<file path="config.mk">
export PLATFORM = sky130hd
export DESIGN_NAME = cordic_seq_ctrl
export DESIGN_NICKNAME = d
export VERILOG_FILES = /design/src/rtl/cordic_pkg.sv /design/src/rtl/cordic_quad_sel.sv /design/src/rtl/cordic_seq_ctrl.sv
export SDC_FILE = /design/constraint.sdc
export NUM_CORES = 1
export LEC_CHECK = 0
export BUFFER_PORTS_ARGS = -buffer_cell sky130_fd_sc_hd__buf_2
export CAP_MARGIN = 25
export CORE_UTILIZATION = 37
export CTS_CLUSTER_DIAMETER = 80
export DETAILED_ROUTE_END_ITERATION = 12
export GPL_ROUTABILITY_DRIVEN = 0
export RECOVER_POWER = 100
export SYNTH_ARGS = -nofsm -noshare
export SYNTH_HDL_FRONTEND = slang
export SYNTH_HIERARCHICAL = 1
export SYNTH_SLANG_ARGS = --single-unit
</file>
<file path="constraint.sdc">
create_clock -name clk -period 2 [get_ports clk]
set_clock_uncertainty 0.1 [all_clocks]
set_input_delay 0.3 -clock clk [delete_from_list [all_inputs] [get_ports clk]]
set_output_delay 0.3 -clock clk [all_outputs]
set_load 0.03 [all_outputs]
</file>
<file path="src/rtl/cordic_pkg.sv">
// rtl/cordic_pkg.sv - shared state, operation and variable-select encodings for the CORDIC controller
package cordic_pkg;

    typedef enum logic [3:0] {
        IDLE,
        LOAD,
        ITER_SEL,
        VAR_SEL,
        ADD_START,
        ADD_WAIT,
        ADD_ACK,
        RES_SEL,
        OUT_LATCH,
        DONE
    } state_t;

    localparam logic [1:0] OP_COS    = 2'b00;
    localparam logic [1:0] OP_SIN    = 2'b01;
    localparam logic [1:0] OP_SINCOS = 2'b10;

    localparam logic [1:0] VAR_X = 2'b00;
    localparam logic [1:0] VAR_Y = 2'b01;
    localparam logic [1:0] VAR_Z = 2'b10;

endpackage

</file>
<file path="src/rtl/cordic_quad_sel.sv">
// rtl/cordic_quad_sel.sv - picks X or Y as the output variable from operation, quadrant and phase
module cordic_quad_sel (
    input  logic [1:0] operation,
    input  logic [1:0] shift_region_flag,
    input  logic       out_sel,
    output logic       sel_mux_3
);
    import cordic_pkg::*;

    logic sin_out;
    logic mid_region;

    // In quadrants 01/10 cos and sin swap between the X and Y datapaths.
    always_comb begin
        sin_out    = (operation == OP_SIN) || ((operation == OP_SINCOS) && out_sel);
        mid_region = (shift_region_flag == 2'b01) || (shift_region_flag == 2'b10);
        sel_mux_3  = mid_region ^ sin_out;
    end

endmodule

</file>
<file path="src/rtl/cordic_seq_ctrl.sv">
// rtl/cordic_seq_ctrl.sv - CORDIC iteration sequencer; macro CORDIC_TIMEOUT_EN adds an ADD_WAIT timeout
module cordic_seq_ctrl #(
    parameter int N_ITER      = 16,
    parameter int ITER_W      = 6,
    parameter int TIMEOUT_CYC = 255
) (
    input  logic              clk,
    input  logic              reset,
    input  logic              beg_fsm_cordic,
    input  logic              ack_fsm_cordic,
    input  logic [1:0]        operation,
    input  logic [1:0]        shift_region_flag,
    input  logic              exception,
    input  logic              ready_add_subt,
    output logic              beg_add_subt,
    output logic              ack_add_subt,
    output logic              sel_mux_1,
    output logic [1:0]        sel_mux_2,
    output logic              sel_mux_3,
    output logic [ITER_W-1:0] iter_idx,
    output logic              enab_RB1,
    output logic              enab_RB2,
    output logic              enab_RB3,
    output logic              enab_d_ff_Xn,
    output logic              enab_d_ff_Yn,
    output logic              enab_d_ff_Zn,
    output logic              enab_d_ff_out,
    output logic              out_sel,
    output logic              ready_cordic,
    output logic              busy,
    output logic              error
);
    import cordic_pkg::*;

    localparam logic [ITER_W-1:0] LAST_ITER = ITER_W'(N_ITER - 1);

    state_t            state, state_nxt;
    logic [ITER_W-1:0] iter_cnt;
    logic [1:0]        var_cnt;
    logic [1:0]        op_q;
    logic              err_q;
    logic              out_sel_q;
    logic              quad_sel;
    logic              timeout;

`ifdef CORDIC_TIMEOUT_EN
    localparam int WAIT_W = $clog2(TIMEOUT_CYC + 1);
    logic [WAIT_W-1:0] wait_cnt;

    always_ff @(posedge clk) begin
        if (!reset || state != ADD_WAIT) wait_cnt <= '0;
        else                             wait_cnt <= wait_cnt + 1'b1;
    end

    assign timeout = (state == ADD_WAIT) && !ready_add_subt &&
                     (wait_cnt == WAIT_W'(TIMEOUT_CYC - 1));
`else
    assign timeout = 1'b0;
`endif

    always_ff @(posedge clk) begin
        if (!reset) begin
            state     <= IDLE;
            iter_cnt  <= '0;
            var_cnt   <= VAR_X;
            op_q      <= OP_COS;
            err_q     <= 1'b0;
            out_sel_q <= 1'b0;
        end else begin
            state <= state_nxt;
            case (state)
                IDLE: if (beg_fsm_cordic) begin
                    err_q     <= 1'b0;
                    op_q      <= operation;
                    out_sel_q <= (operation == OP_SIN);
                end
                LOAD: begin
                    iter_cnt <= '0;
                    var_cnt  <= VAR_X;
                end
                ITER_SEL: begin
                    var_cnt <= VAR_X;
                    if (exception) err_q <= 1'b1;
                end
                ADD_WAIT: if (timeout) err_q <= 1'b1;
                ADD_ACK: begin
                    if (var_cnt != VAR_Z)          var_cnt  <= var_cnt + 2'd1;
                    else if (iter_cnt != LAST_ITER) iter_cnt <= iter_cnt + 1'b1;
                end
                DONE: if (ack_fsm_cordic && op_q == OP_SINCOS && !out_sel_q) out_sel_q <= 1'b1;
                default: ;
            endcase
        end
    end

    always_comb begin
        state_nxt     = state;
        beg_add_subt  = 1'b0;
        ack_add_subt  = 1'b0;
        enab_RB1      = 1'b0;
        enab_RB2      = 1'b0;
        enab_RB3      = 1'b0;
        enab_d_ff_Xn  = 1'b0;
        enab_d_ff_Yn  = 1'b0;
        enab_d_ff_Zn  = 1'b0;
        enab_d_ff_out = 1'b0;
        ready_cordic  = 1'b0;
        case (state)
            IDLE: if (beg_fsm_cordic) state_nxt = LOAD;
            LOAD: begin
                enab_RB1  = 1'b1;
                state_nxt = ITER_SEL;
            end
            // The variable counter is cleared here, so this cycle also serves as the X select.
            ITER_SEL: begin
                if (exception) begin
                    state_nxt = IDLE;
                end else begin
                    enab_RB2  = 1'b1;
                    enab_RB3  = 1'b1;
                    state_nxt = ADD_START;
                end
            end
            VAR_SEL: state_nxt = ADD_START;
            ADD_START: begin
                beg_add_subt = 1'b1;
                state_nxt    = ADD_WAIT;
            end
            ADD_WAIT: begin
                if (ready_add_subt) begin
                    case (var_cnt)
                        VAR_X:   enab_d_ff_Xn = 1'b1;
                        VAR_Y:   enab_d_ff_Yn = 1'b1;
                        default: enab_d_ff_Zn = 1'b1;
                    endcase
                    state_nxt = ADD_ACK;
                end else if (timeout) begin
                    ack_add_subt = 1'b1;
                    state_nxt    = IDLE;
                end
            end
            ADD_ACK: begin
                ack_add_subt = 1'b1;
                if (var_cnt != VAR_Z)           state_nxt = VAR_SEL;
                else if (iter_cnt != LAST_ITER) state_nxt = ITER_SEL;
                else                            state_nxt = RES_SEL;
            end
            RES_SEL: state_nxt = OUT_LATCH;
            OUT_LATCH: begin
                enab_d_ff_out = 1'b1;
                state_nxt     = DONE;
            end
            DONE: begin
                ready_cordic = 1'b1;
                if (ack_fsm_cordic)
                    state_nxt = (op_q == OP_SINCOS && !out_sel_q) ? RES_SEL : IDLE;
            end
            default: state_nxt = IDLE;
        endcase
    end

    cordic_quad_sel u_quad_sel (
        .operation         (op_q),
        .shift_region_flag (shift_region_flag),
        .out_sel           (out_sel_q),
        .sel_mux_3         (quad_sel)
    );

    assign busy      = (state != IDLE);
    assign error     = err_q;
    assign out_sel   = out_sel_q;
    assign iter_idx  = iter_cnt;
    assign sel_mux_1 = busy && (iter_cnt != '0);
    assign sel_mux_2 = busy ? var_cnt : VAR_X;
    assign sel_mux_3 = quad_sel && (state == RES_SEL || state == OUT_LATCH || state == DONE);

endmodule

</file>
### Yosys cells after proc, flatten, opt, wreduce, memory -nomap -nowiden

Cells that the tools add are included.

| storage, ports and cells | value |
|---|---|
| bits in registers | 16 |

| cells by class | value |
|---|---|
| $add $sub $neg | 2 |
| mux-type cells | 36 |
| bitwise logic cells | 1 |
| reduce and logical (&&, ||, !) cells | 27 |
| equality and inequality tests | 25 |

Operators by type and width:

| kind | number |
|---|---|
| one-hot mux 4 bit (10 select lines) | 1 |
| two-way mux 1 bit | 20 |
| != test 2 bit, second input constant | 9 |
| == test 4 x 3 -> 1 bit, second input constant | 4 |
| two-way mux 3 bit | 4 |
| two-way mux 4 bit | 3 |
| two-way mux 6 bit | 2 |
| one-hot mux 6 bit (2 select lines) | 1 |
| AND reduction 3 bit | 4 |
| == test 2 x 1 -> 1 bit, second input constant | 4 |
| == test 4 x 2 -> 1 bit, second input constant | 2 |
| == test 4 bit, second input constant | 2 |
| nonzero test 2 bit | 4 |
| adder 6 x 1 -> 6 bit, second input constant | 1 |
| logical AND 1 bit | 6 |
| != test 6 x 4 -> 1 bit, second input constant | 1 |
| nonzero test 6 bit | 1 |
| == test 2 bit, second input constant | 2 |
| == test 4 x 1 -> 1 bit, second input constant | 1 |
| logical NOT 4 bit | 1 |
| logical OR 1 bit | 4 |
| two-way mux 2 bit | 2 |
| one-hot mux 1 bit (2 select lines) | 2 |
| one-hot mux 2 bit (2 select lines) | 1 |
| other kinds (7) | 9 |

### Longest topological paths before layout

| depth | value |
|---|---|
| word-level depth | 5 |
| depth in mapped cells | 7 |

### By module

The synthesis kept the hierarchy.

By module, submodules not included:

| module | times used | seq. area each (um^2) | cells each | area each (um^2) |
|---|---|---|---|---|
| cordic_seq_ctrl | 1 | 320.3 | 140 | 1071.0 |
| cordic_quad_sel | 1 | 0.0 | 5 | 37.5 |

### Worst setup path before layout

OpenSTA, ideal clock, no wires.

| timing | value |
|---|---|
| kind | flip-flop to output port |
| start | reg state[3] |
| end | out enab_RB3 |
| stages on the path, launching flop included | 5 |
| path buffers | 2 |
| path slack | -0.524 ns |
| arrival time | 2.124 ns |
| required time | 1.600 ns |
| path through | dfxtp_1 -> clkbuf_1 -> nor2_1 -> nor4b_1 -> buf_4 |

| between the ends | value |
|---|---|
| word-level cells in the longest chain between the ends | 2 |

Ends and longest elaborated chain:

| item | RTL line | source |
|---|---|---|
| start: declaration | cordic_seq_ctrl.sv:37 | `state_t state, state_nxt;` |
| start signal: assignment | cordic_seq_ctrl.sv:70 | `state <= state_nxt;` |
| == test 4 x 2 -> 1 bit | -- |  |
| two-way mux 1 bit | -- |  |
| end: declaration | cordic_seq_ctrl.sv:23 | `output logic enab_RB3,` |

Every way passes these cells.

### Worst setup path after layout

| timing | value |
|---|---|
| start | reg state[0] |
| end | out enab_d_ff_Zn |

| between the ends | value |
|---|---|
| word-level cells in the longest chain between the ends | 2 |

Ends and longest elaborated chain:

| item | RTL line | source |
|---|---|---|
| == test 4 x 3 -> 1 bit | cordic_seq_ctrl.sv:108 | `case (state)` |
| two-way mux 1 bit | cordic_seq_ctrl.sv:108 |  |
| end: declaration | cordic_seq_ctrl.sv:26 | `output logic enab_d_ff_Zn,` |

Every way passes these cells.

==> flow_summary.toml <==
[status]
outcome = "complete, but fails checks"
violations = "design-rule violations"

[cells_and_area]
fillers = 311
post-route-util_pct = 47.10
stdcell_count = 210
insertedDiodeCount = 0
syn_to_final_growth_pct = 19.19
nets = 195
drive_gt1_share_pct = 21.79

[floorplan]
rows = 19
dieArea_um2 = 3219
dieHeight_um = 56.74
initial_core_util_pct = 39.52
core_area_um2 = 2805
io_pins = 33
fp.dieW_um = 56.74

[worst_setup_path]
cp-end-kind = "primary output"
worstSetupStartpointType = "flop"
crit_path_top_delay_cell = "dfxtp_2"
crit_required_ns = 1.60
crit_family = "simple AND/OR/NAND/NOR gates"
crit_path_max_incr_delay_ns = 0.43
critPathMaxFanout = 8
reg2regPathDepth = 6
path_class = "reg2out"
path_cells = "nor2b_2 -> nand3_1 -> nor3_2 -> buf_2"
path_buf_inv = 1
cp.depth = 4
arrival_ns = 1.50

[clock_network]
clkLatencyLatePin_ns = 0.29
clk_pin_slew_ns = 0.10
post_cts_buffers = 0
clock-sinks = 16
cts.htree.levels = 1
numCtsBuffers = 3
ctsResizeCount = 5
cts_tree = "built"
cts_hold_buf = 0
clock_path_buffers = 2
ctsRootBufferMaster = "clkbuf_4"

[yosys]
synth_top_area_share_pct = 28.89
yosys-top-cells-area = "dfxtp_1 29%, nand3_1 7.2%, a21oi_1 5.9%, ha_1 5.6%, nand2_1 4.1%"
synth-edff-count = 0
syn_nets = 160
synth_seq_cells = 16
synth_top_flop_cell = "dfxtp_1"
async_flop_share_pct = 0
yosys_warnings = 6
synth_cells = 145
synth_area_per_cell_um2 = 7.645
synth_seq_area_share_pct = 28.89
ys_types = 44
synth_top_area_cell = "dfxtp_1"
synth_area_um2 = 1109

[grt]
grt_pass1_wl_um = 4526
grt_max_degree = 17
gr-total-overflow = 0
antenna_found_initial = 0
grt_pass1_vias = 1027
track_usage_pct = 17.81

[routing]
wl_per_cell_um = 12.28
drtAntennaViolNets = 0
drc_errors = 4
postRouteWirelength_um = 2578
dr_total_vias = 1119
drt_iter0_drc = 34
drt_pre_antenna_iters = 8
vias_per_cell = 5.329

[timing]
setup_tns_ns = 0
worst_hold_slack_ns = 0.1624
maxSlewViolCount = 0
post-route-period-util_pct = 94.80
grt_setup_unrepaired = "false"
max_freq_mhz = 527.4
setup_viol = 0
maxSlewHeadroom_pct = 68.53
tightestPinTransition_ns = 0.4711
fin_crit_ns = 1.896
hold_violations = 0

[hold_path]
hold_depth = 3
hp-class = "in2reg"

[placement]
dpl.hpwl_um = 2054
place_inst = 206
port_buffers = 32

[power_and_ir_drop]
power.density_nw_per_um2 = 545.1
max-vdd-ir-drop_mv = 0.4094
power_leakage_nw = 0.5427

[flow_run]
cap_violations = 0
[worst paths after layout]
| kind | startpoint | slack (ns) | endpoint |
|---|---|---|---|
| setup / recovery | state[0]$_SDFFE_PN0P_ | 0.10 | enab_d_ff_Zn |
| hold / removal | operation[1] | 0.16 | op_q[1]$_SDFFE_PN0P_ |
| setup reg to reg | state[0]$_SDFFE_PN0P_ | 0.21 | iter_idx[2]$_SDFFE_PN0P_ |
| hold reg to reg | var_cnt[0]$_SDFFE_PN0P_ | 0.39 | var_cnt[0]$_SDFFE_PN0P_ |
[power breakdown]
group	total, W	internal, W	switching (W)	leakage (nW)
Clock	0.000214	0.000111	0.000103	0.0210
Sequential	0.000349	0.000330	0.0000193	0.131
Combinational	0.000157	0.0000617	0.0000953	0.390
Total	0.000720	0.000502	0.000218	0.543
[area by class of cell]
type,count,area [um^2],area share [%]
clock buffers,4,36.28,2.746
inverters,12,45.04,3.409
multi-input cells,109,696.9,52.75
flip-flops and latches,16,325.3,24.62
well taps,31,38.79,2.936
repair buffers,38,178.9,13.54
[registers in the layout, summed over array words and instances (netlist names)]
| register | count |
|---|---|
| iter_idx | 6 |
| state | 4 |
| op_q | 2 |
| var_cnt | 2 |
| error | 1 |
| out_sel | 1 |
[cell usage after synthesis (3+ instances only)]
| cell type | instances |
|---|---|
| a21oi_1 | 13 |
| nand3_1 | 16 |
| nor2_1 | 11 |
| nor3_1 | 4 |
| mux2i_1 | 3 |
| o21ai_0 | 4 |
| clkbuf_1 | 3 |
| nand2b_1 | 6 |
| inv_1 | 11 |
| dfxtp_1 | 16 |
| ha_1 | 5 |
| nor2b_1 | 4 |
| nand2_1 | 12 |
[layer usage]
metal  vias up  wire length [um]  global-route usage (%)
met1       504              1241                   23.88
met5         -                 0                       0
met2        30              1179                   28.40
li1        581                 -                       -
met3         4               120                   2.765
met4         0                37                   7.317
[through the flow]
| step | worst slack [ns] | cell area [um^2] | total power (W) |
|---|---|---|---|
| global placement | 0.2423 | 1318 | 0.0005188 |
| finish | 0.1041 | 1321 | 0.0007202 |
| floorplan | -0.02211 | 1120 | 0.0004611 |
| CTS | 0.1013 | 1361 | 0.0007354 |
| detailed placement | 0.2232 | 1318 | 0.0005192 |
| global route | 0.005398 | 1321 | 0.0007619 |
[tightest hold or removal path, cell delays in order]
cell and delay [ns]:
buf_2 0.10, nand3_1 0.06, a21oi_1 0.05
[cells in the final DEF (no fill, tap or decap), types with 2 or more instances in the layout]
cell      synthesis  layout
nand3_1          16      16
buf_2             1      16
a21oi_1          13      13
clkbuf_1          3      13
nand2_1          12      12
dfxtp_1          16      12
inv_1            11      11
nor2_1           11      11
clkbuf_2          0       7
nand2b_1          6       6
ha_1              5       5
o21ai_0           4       4
dfxtp_2           0       4
nor3_1            4       3
nor2b_1           4       3
mux2i_1           3       3
clkbuf_4          0       3
a211o_1           2       2
o22ai_1           2       2
o211ai_1          1       2
xor2_1            2       2
nand4_1           2       2
buf_4             2       2
xnor2_1           2       2
[cells by family (layout without fill, tap and decap cells)]
family                     count (synthesis)  after routing  share of synthesized area [%]
AOI/OAI and AO/OA                         31             31                          18.96
xor gates and xnor gates                   4              4                          3.161
adders and majority gates                  5              5                          5.643
buffers and inverters                     20             54                          8.238
DFF                                       16             16                          28.89
muxes                                      3              3                          2.709
and+or+nand+nor                           66             66                          32.40
No activity file was read; power rests on OpenSTA's default activity.
